<file path="src/rtl/instruction_mem.sv">
// instruction_mem: free-running program counter addressing a fixed instruction ROM.
// Ports:
//   clk             - single clock, all state updates on its rising edge
//   reset           - synchronous active-high reset, forces counter to 0
//   counter         - current program-counter value (ADDR_WIDTH bits)
//   Instruction_out - ROM word addressed by counter, combinational (DATA_WIDTH bits)

module up_counter #(
    parameter int ADDR_WIDTH = 6
) (
    input  logic                  clk,
    input  logic                  reset,
    output logic [ADDR_WIDTH-1:0] counter
);
    logic [ADDR_WIDTH-1:0] counter_q, counter_d;

    // Natural overflow of the adder gives the modulo-2^ADDR_WIDTH wrap.
    always_comb counter_d = reset ? '0 : counter_q + ADDR_WIDTH'(1);

    always_ff @(posedge clk) counter_q <= counter_d;

    assign counter = counter_q;
endmodule

module Instruction_Mem #(
    parameter int ADDR_WIDTH = 6,
    parameter int DATA_WIDTH = 32
) (
    output logic [DATA_WIDTH-1:0] Instruction_out,
    input  logic [ADDR_WIDTH-1:0] address
);
    // Only the first eight words hold program; every other address reads zero.
    always_comb begin
        Instruction_out = '0;
        case (32'(address))
            0:       Instruction_out = DATA_WIDTH'(32'h1001_0005);
            1:       Instruction_out = DATA_WIDTH'(32'h1002_000A);
            2:       Instruction_out = DATA_WIDTH'(32'h2003_0102);
            3:       Instruction_out = DATA_WIDTH'(32'h3004_0301);
            4:       Instruction_out = DATA_WIDTH'(32'h4005_0403);
            5:       Instruction_out = DATA_WIDTH'(32'h5000_0005);
            6:       Instruction_out = DATA_WIDTH'(32'h6000_0000);
            7:       Instruction_out = DATA_WIDTH'(32'hF000_0000);
            default: Instruction_out = '0;
        endcase
    end
endmodule

module instruction_mem #(
    parameter int ADDR_WIDTH = 6,
    parameter int DATA_WIDTH = 32
) (
    input  logic                  clk,
    input  logic                  reset,
    output logic [ADDR_WIDTH-1:0] counter,
    output logic [DATA_WIDTH-1:0] Instruction_out
);
    up_counter #(.ADDR_WIDTH(ADDR_WIDTH)) u_counter (
        .clk     (clk),
        .reset   (reset),
        .counter (counter)
    );

    Instruction_Mem #(.ADDR_WIDTH(ADDR_WIDTH), .DATA_WIDTH(DATA_WIDTH)) u_rom (
        .Instruction_out (Instruction_out),
        .address         (counter)
    );
endmodule

</file>
<file path="config.mk">
export PLATFORM = sky130hd
export DESIGN_NAME = instruction_mem
export DESIGN_NICKNAME = d
export VERILOG_FILES = /design/src/rtl/instruction_mem.sv
export SDC_FILE = /design/constraint.sdc
export NUM_CORES = 1
export LEC_CHECK = 0
export ABC_AREA = 0
export CAP_MARGIN = 15
export CORE_MARGIN = 2
export CORE_UTILIZATION = 44
export CTS_CLUSTER_SIZE = 8
export DETAILED_ROUTE_END_ITERATION = 8
export PLACE_DENSITY = 0.94
export SLEW_MARGIN = 20
export SYNTH_ARGS = -nofsm -noshare
export SYNTH_HDL_FRONTEND = slang
export SYNTH_SLANG_ARGS = --single-unit
</file>
<file path="constraint.sdc">
create_clock -name clk -period 2.15 [get_ports clk]
set_input_delay 0.5375 -clock clk [delete_from_list [all_inputs] [get_ports clk]]
set_output_delay 0.5375 -clock clk [all_outputs]
set_load 0.005 [all_outputs]
</file>
==> insert_results.sql, run 1 <==
INSERT INTO impl_metrics (metric_group, metric, value, unit) VALUES
('drt', 'viasPerCell', '4.255', ''),
('logic_synthesis', 'syn_area', '927.1', 'sq um'),
('sta', 'timing_limited_maximum_frequency', '482.7', 'MHz'),
('final_layout', 'final_cell_mix', 'sky130_fd_sc_hd__conb_1 (18), sky130_fd_sc_hd__dfxtp_1 (17), sky130_fd_sc_hd__and2_1 (15), sky130_fd_sc_hd__buf_4 (10), sky130_fd_sc_hd__dlygate4sd2_1 (9)', ''),
('drt', 'wirelength', '1647', 'um'),
('setup_path', 'crit-reg2reg-launch', 'u_counter.counter[0]', ''),
('worst_hold_path', 'min_from', 'u_counter.counter[0]', ''),
('logic_synthesis', 'post_synth_inst_count', '94', ''),
('floorplan', 'die-height', '49.91', 'um'),
('sta', 'hold_viol_final', '0', ''),
('sta', 'setup_viol_count_final', '0', ''),
('placement', 'placement.io_buffers', '21', ''),
('setup_path', 'crit_path_start_kind', 'flop', ''),
('global_routing', 'grt_first_pass_wirelength', '2635', 'um'),
('clocking', 'cts_num_sinks', '20', ''),
('clocking', 'cts_made_buffers', '3', ''),
('logic_synthesis', 'synth.yosys.seq_area_share', '43.18', '%'),
('final_layout', 'drive_above_1_share', '17.46', '%'),
('clocking', 'cts_hold_buf', '0', ''),
('final_layout', 'fin_area', '0.001217', 'sq mm'),
('global_routing', 'grt_use_total', '13.98', '%'),
('setup_path', 'crit_startpoint', 'u_counter.counter[3]', ''),
('floorplan', 'core-area', '0.001982', 'sq mm'),
('pwr', 'total_power', '0.7770', 'mW'),
('floorplan', 'placementRows', '16', ''),
('clocking', 'cell_at_the_root_of_the_clock_tree', 'sky130_fd_sc_hd__clkbuf_4', ''),
('final_layout', 'area_growth', '31.31', '%'),
('final_layout', 'fillerInstances', '163', ''),
('pwr', 'pwr_density_cell', '638.2', 'mW/mm^2'),
('sta', 'final.setup.tns', '0', 'ns'),
('sta', 'timing.final.crit_share', '96.35', '%'),
('global_routing', 'maximum_number_of_pins_on_one_net_before_global_route_repair', '12', ''),
('pwr', 'irDropWorstVdd', '0.3633', 'mV'),
('clocking', 'h_tree_lvls', '1', ''),
('logic_synthesis', 'synth-seq-cells', '20', ''),
('status', 'status', 'finished clean', ''),
('logic_synthesis', 'yosysUniqueCellTypes', '25', ''),
('setup_path', 'crit_path_end_kind', 'output port', ''),
('sta', 'finalWorstPathRequiredPeriod', '2.072', 'ns'),
('drt', 'drt_first_iter_violations', '10', ''),
('floorplan', 'design.portCount', '40', ''),
('drt', 'route.met3.wl', '65', 'um'),
('logic_synthesis', 'synth_warnings', '0', ''),
('global_routing', 'initial_antenna_violation_count', '0', ''),
('logic_synthesis', 'post_synth.cell_area_avg', '9.863', 'sq um'),
('placement', 'dpl.hpwl', '1134', 'um'),
('clocking', 'cts_max_path_buffers', '2', ''),
('clocking', 'clk-insertion-delay-late', '0.30', 'ns'),
('setup_path', 'maximum_net_fanout_on_the_critical_path', '5', ''),
('drt', 'detailroute.via_count', '651', ''),
('drt', 'drt_pass1_iterations', '4', ''),
('drt', 'drc', '0', ''),
('placement', 'numPlacedInstances', '142', ''),
('floorplan', 'die_area', '0.002491', 'sq mm'),
('drt', 'm1WireLength', '650', 'um'),
('sta', 'slew_viol_final', '0', ''),
('final_layout', 'num-nets-final', '134', ''),
('floorplan', 'start_util', '46.78', '%'),
('clocking', 'clkTransAtPathRegs', '0.11', 'ns'),
('final_layout', 'layout.cells.most_common', 'sky130_fd_sc_hd__conb_1', ''),
('pwr', 'cellLeakagePower', '0.6487', 'nW'),
('placement', 'routabilityCongestion', '0.7210', ''),
('clocking', 'clock_tree_from_tritoncts', 'done', ''),
('floorplan', 'die_width', '49.91', 'um'),
('final_layout', 'antenna-diode-count', '0', ''),
('drt', 'routed.top_layer', 'met4', ''),
('sta', 'fin_worst_skew', '0.01002', 'ns'),
('job', 'max_cap_violations', '0', ''),
('setup_path', 'worst-endpoint-required', '1.61', 'ns'),
('drt', 'drt_antenna_net_count', '0', ''),
('setup_path', 'cp_data_arrival_time', '1.53', 'ns'),
('drt', 'routedWlPerCell', '10.76', 'um'),
('placement', 'post_dp_cell_area', '0.001109', 'sq mm'),
('worst_hold_path', 'hold_class', 'flop to flop', ''),
('drt', 'dr_wl_met2', '888', 'um'),
('final_layout', 'layout.cells.non_filler', '153', ''),
('setup_path', 'timing.setup.critical_path_class', 'flop to output port', ''),
('global_routing', 'globalRoute.totalOverflow', '0', ''),
('global_routing', 'first_global_vias', '622', '');
## worst paths after layout
path / end / slack, ns / cells after the start
max: Instruction_out[30] / 0.08 / 6
min: flop / 0.56 / 1
max reg2reg: flop / 0.48 / 4
min reg2reg: flop / 0.56 / 1
## stage by stage
step	setup slack (ns)	utilization, %	hold slack (ns)
floorplan	0.6034	-	0.4814
CTS	0.002777	59.53	0.5594
detailed placement	0.002021	55.93	0.5174
global placement	0.06230	55.93	0.4850
global route	-0.01129	61.43	0.6061
finish	0.07848	61.43	0.5600
## power by group
part           total [mW]  internal (mW)  switching (mW)  leakage, nW
clock network       0.212          0.103           0.109       0.0210
registers           0.414          0.405         0.00952        0.166
logic               0.151         0.0842          0.0666        0.461
total               0.777          0.592           0.185        0.649
## worst max-delay path: stages (launching register included)
cell                            delay (ns)
sky130_fd_sc_hd__dfxtp_2              0.42
sky130_fd_sc_hd__nor3_4               0.06
sky130_fd_sc_hd__buf_6                0.12
sky130_fd_sc_hd__buf_4                0.12
sky130_fd_sc_hd__buf_4                0.13
sky130_fd_sc_hd__and2_1               0.14
sky130_fd_sc_hd__dlygate4sd2_1        0.25
## metal layers
metal  vias up  track usage (%)
met2        23            24.89
li1        323                -
met4         0            10.65
met5         -                0
met1       301            15.12
met3         4            1.212
## area by class of cell
type | count | area, sq um | area share, %
flip-flops and latches | 20 | 404.1 | 33.20
repair buffers | 32 | 297.8 | 24.46
well taps | 27 | 33.78 | 2.775
inverters | 4 | 15.01 | 1.233
multi-input cells | 66 | 430.4 | 35.35
clock buffers | 4 | 36.28 | 2.980
## what timing repair did
| item | 4_1_cts | 5_1_grt |
|---|---|---|
| resized for setup | 15 | 7 |
| setup endpoints to repair | 14 | 5 |
| gates cloned | 1 | 0 |
| buffers inserted | 4 | 2 |
| pin swaps | 1 | 1 |
| endpoints found under the hold margin | 0 | 0 |
## cell usage after synthesis
cell	n	area, sq um
sky130_fd_sc_hd__nand2_1	1	3.750
sky130_fd_sc_hd__mux2_4	1	15.01
sky130_fd_sc_hd__inv_1	4	15.01
sky130_fd_sc_hd__and2_1	15	93.84
sky130_fd_sc_hd__nand2b_1	2	12.51
sky130_fd_sc_hd__buf_2	2	10.01
sky130_fd_sc_hd__ha_1	5	62.56
sky130_fd_sc_hd__xor2_1	2	17.52
sky130_fd_sc_hd__mux2_2	1	11.26
sky130_fd_sc_hd__dfxtp_1	20	400.4
sky130_fd_sc_hd__buf_6	1	11.26
sky130_fd_sc_hd__or2_0	1	6.260
sky130_fd_sc_hd__o21bai_1	1	7.510
sky130_fd_sc_hd__and3_1	1	6.260
sky130_fd_sc_hd__nor2b_1	2	12.51
sky130_fd_sc_hd__nand3_1	2	10.01
sky130_fd_sc_hd__conb_1	1	3.750
sky130_fd_sc_hd__nor4_1	1	6.260
sky130_fd_sc_hd__nor3_1	2	10.01
sky130_fd_sc_hd__xnor2_1	1	8.760
sky130_fd_sc_hd__nor2_1	5	18.77
sky130_fd_sc_hd__nor2_2	1	6.260
sky130_fd_sc_hd__buf_4	18	135.1
sky130_fd_sc_hd__mux2i_1	2	20.02
sky130_fd_sc_hd__mux2_1	2	22.52
## cell families after synthesis
family	Yosys count	share of synthesized area [%]
AOI/OAI and AO/OA	1	0.8100
xor gates and xnor gates	3	2.835
adders and majority gates	5	6.748
buffers and inverters	25	18.49
DFF	20	43.18
muxes	6	7.422
other	1	0.4045
and+or+nand+nor	33	20.11
Note: power is estimated with default switching activity, not from simulation.
==> inputs of run 2 (changes only) <==
Settings changed: CORE_UTILIZATION 44 to 46, CTS_BUF_LIST set to sky130_fd_sc_hd__clkbuf_8, CTS_CLUSTER_SIZE 8 to 20, PLACE_DENSITY 0.94 to 0.95.
==> run 2 against run 1 <==
Against the previous run:
- clock power increased by 9.4%
- critical path depth down 2
- via count up 1.2%
- largest cell class unchanged
- hold slack got worse by 0.047 ns
- non-clock buffer count down 2
==> insert_results.sql, run 2 (synthesized netlist as in run 1, its figures left out) <==
INSERT INTO impl_metrics (metric_group, metric, value, unit) VALUES
('sta', 'fin_worst_skew', '0.0008971', 'ns'),
('global_routing', 'global_route.peak_usage_layer', 'met2', ''),
('placement', 'dpl_worst_slack', '0.1116', 'ns'),
('drt', 'detailroute.via_count', '659', ''),
('sta', 'slew_viol_final', '0', ''),
('final_layout', 'fin_area', '0.001192', 'sq mm'),
('clocking', 'cts_hold_buf', '0', ''),
('placement', 'dpl.hpwl', '1167', 'um'),
('sta', 'finalWorstPathRequiredPeriod', '2.101', 'ns'),
('sta', 'grt_setup_unrepaired', 'true', ''),
('sta', 'timing.final.crit_share', '97.70', '%'),
('status', 'status', 'finished clean', ''),
('setup_path', 'maximum_net_fanout_on_the_critical_path', '6', ''),
('pwr', 'pwr_density_cell', '678.0', 'mW/mm^2'),
('setup_path', 'timing.setup.critical_path_class', 'flop to output port', ''),
('floorplan', 'die-height', '48.90', 'um'),
('clocking', 'cts_max_path_buffers', '2', ''),
('drt', 'drt_pass1_iterations', '4', ''),
('final_layout', 'layout.cells.most_common', 'sky130_fd_sc_hd__conb_1', ''),
('sta', 'setup_viol_count_final', '0', ''),
('setup_path', 'critical_path_cell_count', '4', ''),
('clocking', 'cell_at_the_root_of_the_clock_tree', 'sky130_fd_sc_hd__clkbuf_8', ''),
('final_layout', 'fillerInstances', '172', ''),
('final_layout', 'antenna-diode-count', '0', ''),
('clocking', 'cts_num_sinks', '20', ''),
('drt', 'drt_first_iter_violations', '17', ''),
('sta', 'final_critical_path_setup_slack', '0.04949', 'ns'),
('clocking', 'clkTransAtPathRegs', '0.06', 'ns'),
('global_routing', 'global_route.usage.met1', '13.49', '%'),
('global_routing', 'globalRoute.totalOverflow', '0', ''),
('final_layout', 'layout.cells.non_filler', '150', ''),
('final_layout', 'finish.utilization', '62.04', '%'),
('clocking', 'clk-insertion-delay-late', '0.25', 'ns'),
('global_routing', 'initial_antenna_violation_count', '0', ''),
('final_layout', 'num-nets-final', '132', ''),
('clocking', 'h_tree_lvls', '1', ''),
('setup_path', 'worstPathCellList', 'nor3_4, buf_2, and2_1, clkdlybuf4s50_1', ''),
('final_layout', 'drive_above_1_share', '15.45', '%'),
('drt', 'wirelength', '1636', 'um'),
('setup_path', 'cell_family_with_the_largest_share_of_critical_path_delay', 'buffers and inverters', ''),
('global_routing', 'grt_use_total', '14.14', '%'),
('floorplan', 'start_util', '48.24', '%'),
('pwr', 'irDropWorstVdd', '0.3889', 'mV'),
('clocking', 'cts_made_buffers', '3', ''),
('setup_path', 'rr_worst_depth', '4', ''),
('floorplan', 'die_width', '48.90', 'um'),
('clocking', 'clock_tree_from_tritoncts', 'done', ''),
('job', 'max_cap_violations', '0', ''),
('global_routing', 'grt_first_pass_wirelength', '2518', 'um'),
('sta', 'hold_viol_final', '0', ''),
('final_layout', 'area_growth', '28.61', '%'),
('global_routing', 'm3_gr_usage', '2.147', '%'),
('floorplan', 'design.portCount', '40', ''),
('setup_path', 'worst-endpoint-required', '1.61', 'ns'),
('floorplan', 'die_area', '0.002391', 'sq mm'),
('setup_path', 'cpMaxStageDelayCell', 'sky130_fd_sc_hd__clkdlybuf4s50_1', ''),
('setup_path', 'cp_data_arrival_time', '1.56', 'ns'),
('setup_path', 'critical-path-max-stage-delay', '0.49', 'ns'),
('drt', 'routedWlPerCell', '10.91', 'um'),
('floorplan', 'placementRows', '16', ''),
('setup_path', 'crit_path_start_kind', 'flop', ''),
('drt', 'drc', '0', ''),
('worst_hold_path', 'hold_class', 'flop to flop', ''),
('placement', 'placement.io_buffers', '21', ''),
('sta', 'final.setup.tns', '0', 'ns'),
('sta', 'timing_limited_maximum_frequency', '476.1', 'MHz'),
('global_routing', 'groute.layer.met2.usage', '27.17', '%'),
('placement', 'numPlacedInstances', '143', ''),
('worst_hold_path', 'hold_depth', '2', ''),
('floorplan', 'core-area', '0.001922', 'sq mm'),
('global_routing', 'first_global_vias', '571', ''),
('drt', 'drt_antenna_net_count', '0', ''),
('final_layout', 'final_cell_mix', 'sky130_fd_sc_hd__conb_1 (18), sky130_fd_sc_hd__dfxtp_1 (17), sky130_fd_sc_hd__and2_1 (15), sky130_fd_sc_hd__clkdlybuf4s50_1 (15), sky130_fd_sc_hd__buf_4 (8)', ''),
('drt', 'viasPerCell', '4.393', ''),
('setup_path', 'cp.buffers_inverters', '2', ''),
('global_routing', 'maximum_number_of_pins_on_one_net_before_global_route_repair', '11', ''),
('placement', 'post_dp_cell_area', '0.001116', 'sq mm'),
('pwr', 'cellLeakagePower', '0.5512', 'nW'),
('setup_path', 'crit_path_end_kind', 'output port', ''),
('placement', 'routabilityCongestion', '0.7486', '');
[run 2: power by group]
group	leakage, nW	switching, mW	internal (mW)	total [mW]
Combinational	0.363	0.0679	0.0937	0.162
Clock	0.0216	0.108	0.124	0.232
Sequential	0.166	0.00988	0.405	0.415
Total	0.551	0.185	0.623	0.808
[run 2: layout make-up]
cell class                 count  area [sq um]  share of cell area [%]
multi-input combinational     66         430.4                   36.10
clock buffer                   3         41.29                   3.463
tap                           27         33.78                   2.833
inverter                       4         15.01                   1.259
timing repair buffer          30         267.8                   22.46
sequential                    20         404.1                   33.89
[run 2: path summary, 6_finish.rpt]
kind / start / endpoint / slack, ns
max: u_counter.counter[5] / Instruction_out[3] / 0.05
min: u_counter.counter[5] / u_counter.counter[5] / 0.51
max reg2reg: u_counter.counter[0] / flop / 0.53
min reg2reg: u_counter.counter[5] / u_counter.counter[5] / 0.51
[run 2: through the flow]
step | hold slack [ns] | power, mW
after CTS | 0.5024 | 0.8096
after floorplan | 0.4814 | 0.5267
after detailed placement | 0.5081 | 0.5925
after global placement | 0.4931 | 0.5873
final | 0.5133 | 0.8085
after global routing | 0.5324 | 0.8372
[run 2: routing by layer]
layer | vias up | wire length (um)
met3 | 11 | 76
met4 | 0 | 67
met2 | 35 | 864
li1 | 315 | -
met1 | 298 | 628
met5 | - | 0
[run 2: worst register-to-register path, cell delays in order (launching register included)]
cell                      delay (ns)
sky130_fd_sc_hd__dfxtp_1        0.34
sky130_fd_sc_hd__ha_1           0.25
sky130_fd_sc_hd__xnor2_1        0.18
sky130_fd_sc_hd__nor2_2         0.35
sky130_fd_sc_hd__mux2_2         0.38
[run 2: timing repair]
| action | in CTS | in global routing |
|---|---|---|
| pin swaps | 1 | 0 |
| resized for setup | 10 | 2 |
| buffers inserted | 2 | 1 |
| hold endpoints to repair | 0 | 0 |
| setup endpoints to repair | 14 | 8 |
| cloned | 1 | 0 |
==> inputs of run 3 (changes only) <==
Settings changed: SETUP_SLACK_MARGIN set to 0.1.
==> run 3 against run 2 <==
Against the previous run:
- core utilization rose by 0.98 points
- fmax increased by 5.2%
- hold slack improved by 0.051 ns
- count of clock-buffer cells in the layout did not move
- power is 1.2% lower
- critical path type unchanged
- design area grew 1.6%
- global-route usage up 0.33 points
- non-clock buffer count up 3
- sequential power is essentially flat
- critical endpoint is now Instruction_out[8]
- die area is the same
- cell count rose by 2.0%
- register-to-register slack about the same
==> insert_results.sql, run 3 (synthesized netlist as in run 1, its figures left out) <==
INSERT INTO impl_metrics (metric_group, metric, value, unit) VALUES
('clocking', 'cell_at_the_root_of_the_clock_tree', 'sky130_fd_sc_hd__clkbuf_8', ''),
('setup_path', 'cpMaxStageDelayCell', 'sky130_fd_sc_hd__dfxtp_4', ''),
('setup_path', 'cp_data_arrival_time', '1.46', 'ns'),
('floorplan', 'start_util', '48.24', '%'),
('clocking', 'h_tree_lvls', '1', ''),
('setup_path', 'maximum_net_fanout_on_the_critical_path', '5', ''),
('final_layout', 'drive_above_1_share', '17.46', '%'),
('drt', 'm1WireLength', '665', 'um'),
('final_layout', 'antenna-diode-count', '0', ''),
('placement', 'dpl_worst_slack', '0.1116', 'ns'),
('sta', 'setup_viol_count_final', '0', ''),
('drt', 'viasPerCell', '4.170', ''),
('clocking', 'clock_tree_from_tritoncts', 'done', ''),
('pwr', 'pwr_density_cell', '659.7', 'mW/mm^2'),
('pwr', 'cellLeakagePower', '0.5970', 'nW'),
('job', 'max_cap_violations', '0', ''),
('drt', 'routedWlPerCell', '11.12', 'um'),
('drt', 'dr_wl_met2', '911', 'um'),
('sta', 'slew_viol_final', '0', ''),
('floorplan', 'core-area', '0.001922', 'sq mm'),
('setup_path', 'crit_path_start_kind', 'flop', ''),
('drt', 'detailroute.via_count', '638', ''),
('clocking', 'cts_made_buffers', '3', ''),
('final_layout', 'finish.utilization', '63.02', '%'),
('final_layout', 'area_growth', '30.63', '%'),
('floorplan', 'die_width', '48.90', 'um'),
('sta', 'timing.final.crit_share', '92.86', '%'),
('pwr', 'total_power', '0.7990', 'mW'),
('global_routing', 'first_global_vias', '604', ''),
('clocking', 'clk-insertion-delay-late', '0.26', 'ns'),
('placement', 'dpl.hpwl', '1167', 'um'),
('global_routing', 'grt_use_total', '14.46', '%'),
('sta', 'finalWorstPathRequiredPeriod', '1.997', 'ns'),
('final_layout', 'layout.cells.non_filler', '153', ''),
('placement', 'placement.io_buffers', '21', ''),
('clocking', 'clkTransAtPathRegs', '0.06', 'ns'),
('drt', 'route.met3.wl', '72', 'um'),
('pwr', 'irDropWorstVdd', '0.3655', 'mV'),
('sta', 'worst_hold_slack', '0.5641', 'ns'),
('setup_path', 'cell_family_with_the_largest_share_of_critical_path_delay', 'buffers and inverters', ''),
('sta', 'grt_setup_unrepaired', 'true', ''),
('placement', 'routabilityCongestion', '0.7486', ''),
('floorplan', 'placementRows', '16', ''),
('status', 'status', 'finished clean', ''),
('setup_path', 'critical-path-max-stage-delay', '0.39', 'ns'),
('setup_path', 'critPathMostFrequentCell', 'sky130_fd_sc_hd__buf_4', ''),
('sta', 'timing_limited_maximum_frequency', '500.9', 'MHz'),
('placement', 'post_dp_cell_area', '0.001116', 'sq mm'),
('drt', 'routed.top_layer', 'met4', ''),
('global_routing', 'maximum_number_of_pins_on_one_net_before_global_route_repair', '11', ''),
('worst_hold_path', 'hold_class', 'flop to flop', ''),
('global_routing', 'initial_antenna_violation_count', '0', ''),
('floorplan', 'die-height', '48.90', 'um'),
('clocking', 'cts_num_sinks', '20', ''),
('drt', 'drt_antenna_net_count', '0', ''),
('floorplan', 'design.portCount', '40', ''),
('sta', 'final.setup.tns', '0', 'ns'),
('setup_path', 'crit_path_end_kind', 'output port', ''),
('global_routing', 'grt_first_pass_wirelength', '2580', 'um'),
('global_routing', 'globalRoute.totalOverflow', '0', ''),
('clocking', 'cts_hold_buf', '0', ''),
('drt', 'drt_first_iter_violations', '7', ''),
('placement', 'numPlacedInstances', '143', ''),
('setup_path', 'worst-endpoint-required', '1.61', 'ns'),
('sta', 'hold_viol_final', '0', ''),
('clocking', 'cts_max_path_buffers', '2', ''),
('floorplan', 'die_area', '0.002391', 'sq mm'),
('drt', 'wirelength', '1702', 'um'),
('setup_path', 'timing.setup.critical_path_class', 'flop to output port', ''),
('final_layout', 'num-nets-final', '135', ''),
('drt', 'drt_pass1_iterations', '3', ''),
('setup_path', 'worstPathCellList', 'nor3_4, buf_2, buf_4, buf_4, and2_1, dlygate4sd2_1', ''),
('setup_path', 'cp.buffers_inverters', '4', ''),
('sta', 'final_critical_path_setup_slack', '0.1535', 'ns'),
('final_layout', 'final_cell_mix', 'sky130_fd_sc_hd__conb_1 (18), sky130_fd_sc_hd__dfxtp_1 (17), sky130_fd_sc_hd__and2_1 (15), sky130_fd_sc_hd__dlygate4sd2_1 (13), sky130_fd_sc_hd__buf_4 (11)', ''),
('drt', 'drc', '0', ''),
('final_layout', 'fin_area', '0.001211', 'sq mm'),
('final_layout', 'layout.cells.most_common', 'sky130_fd_sc_hd__conb_1', ''),
('sta', 'fin_worst_skew', '0.001309', 'ns');
run 3: changes by cell type in the layout (fill, tap and decap cells not counted), sizes merged:
cell           delta
buf               +3
clkdlybuf4s15     +1
dlygate4sd2       +7
clkdlybuf4s50     -8
run 3: worst reg2reg max path: stages, from the launching register on:
cell and delay (ns):
sky130_fd_sc_hd__dfxtp_1 0.34, sky130_fd_sc_hd__ha_1 0.25, sky130_fd_sc_hd__xnor2_1 0.17, sky130_fd_sc_hd__nor2_2 0.35, sky130_fd_sc_hd__mux2_2 0.39
run 3: power by group:
part,switching (mW),internal (mW),total (mW)
sequential,0.0101,0.403,0.413
combinational,0.0667,0.0832,0.150
clock,0.112,0.125,0.236
total,0.188,0.611,0.799
run 3: timing repair:
action | 4_1_cts | 5_1_grt
setup endpoints to repair | 14 | 2
pin swaps | 1 | 0
gates resized for setup | 21 | 2
cloned | 1 | 0
buffers inserted | 5 | 1
run 3: area by class of cell:
type,instances,area [sq um]
fill,172,710.7
multi-input combinational,66,430.4
sequential,20,409.1
timing repair buffer,33,281.5
clock buffer,3,41.29
tap,27,33.78
inverter,4,15.01
run 3: metal layers:
| layer | vias to the layer above | track usage, % |
|---|---|---|
| met5 | - | 0 |
| met4 | 0 | 11.90 |
| met3 | 5 | 2.761 |
| met2 | 21 | 26.94 |
| met1 | 291 | 13.49 |
| li1 | 321 | - |
run 3: worst paths after layout:
check | depth (start not counted) | slack [ns] | start | end
max | 6 | 0.15 | u_counter.counter[3] | Instruction_out[8]
min | 1 | 0.56 | u_counter.counter[0] | flop
max reg2reg | 4 | 0.54 | u_counter.counter[0] | flop
min reg2reg | 1 | 0.56 | u_counter.counter[0] | flop
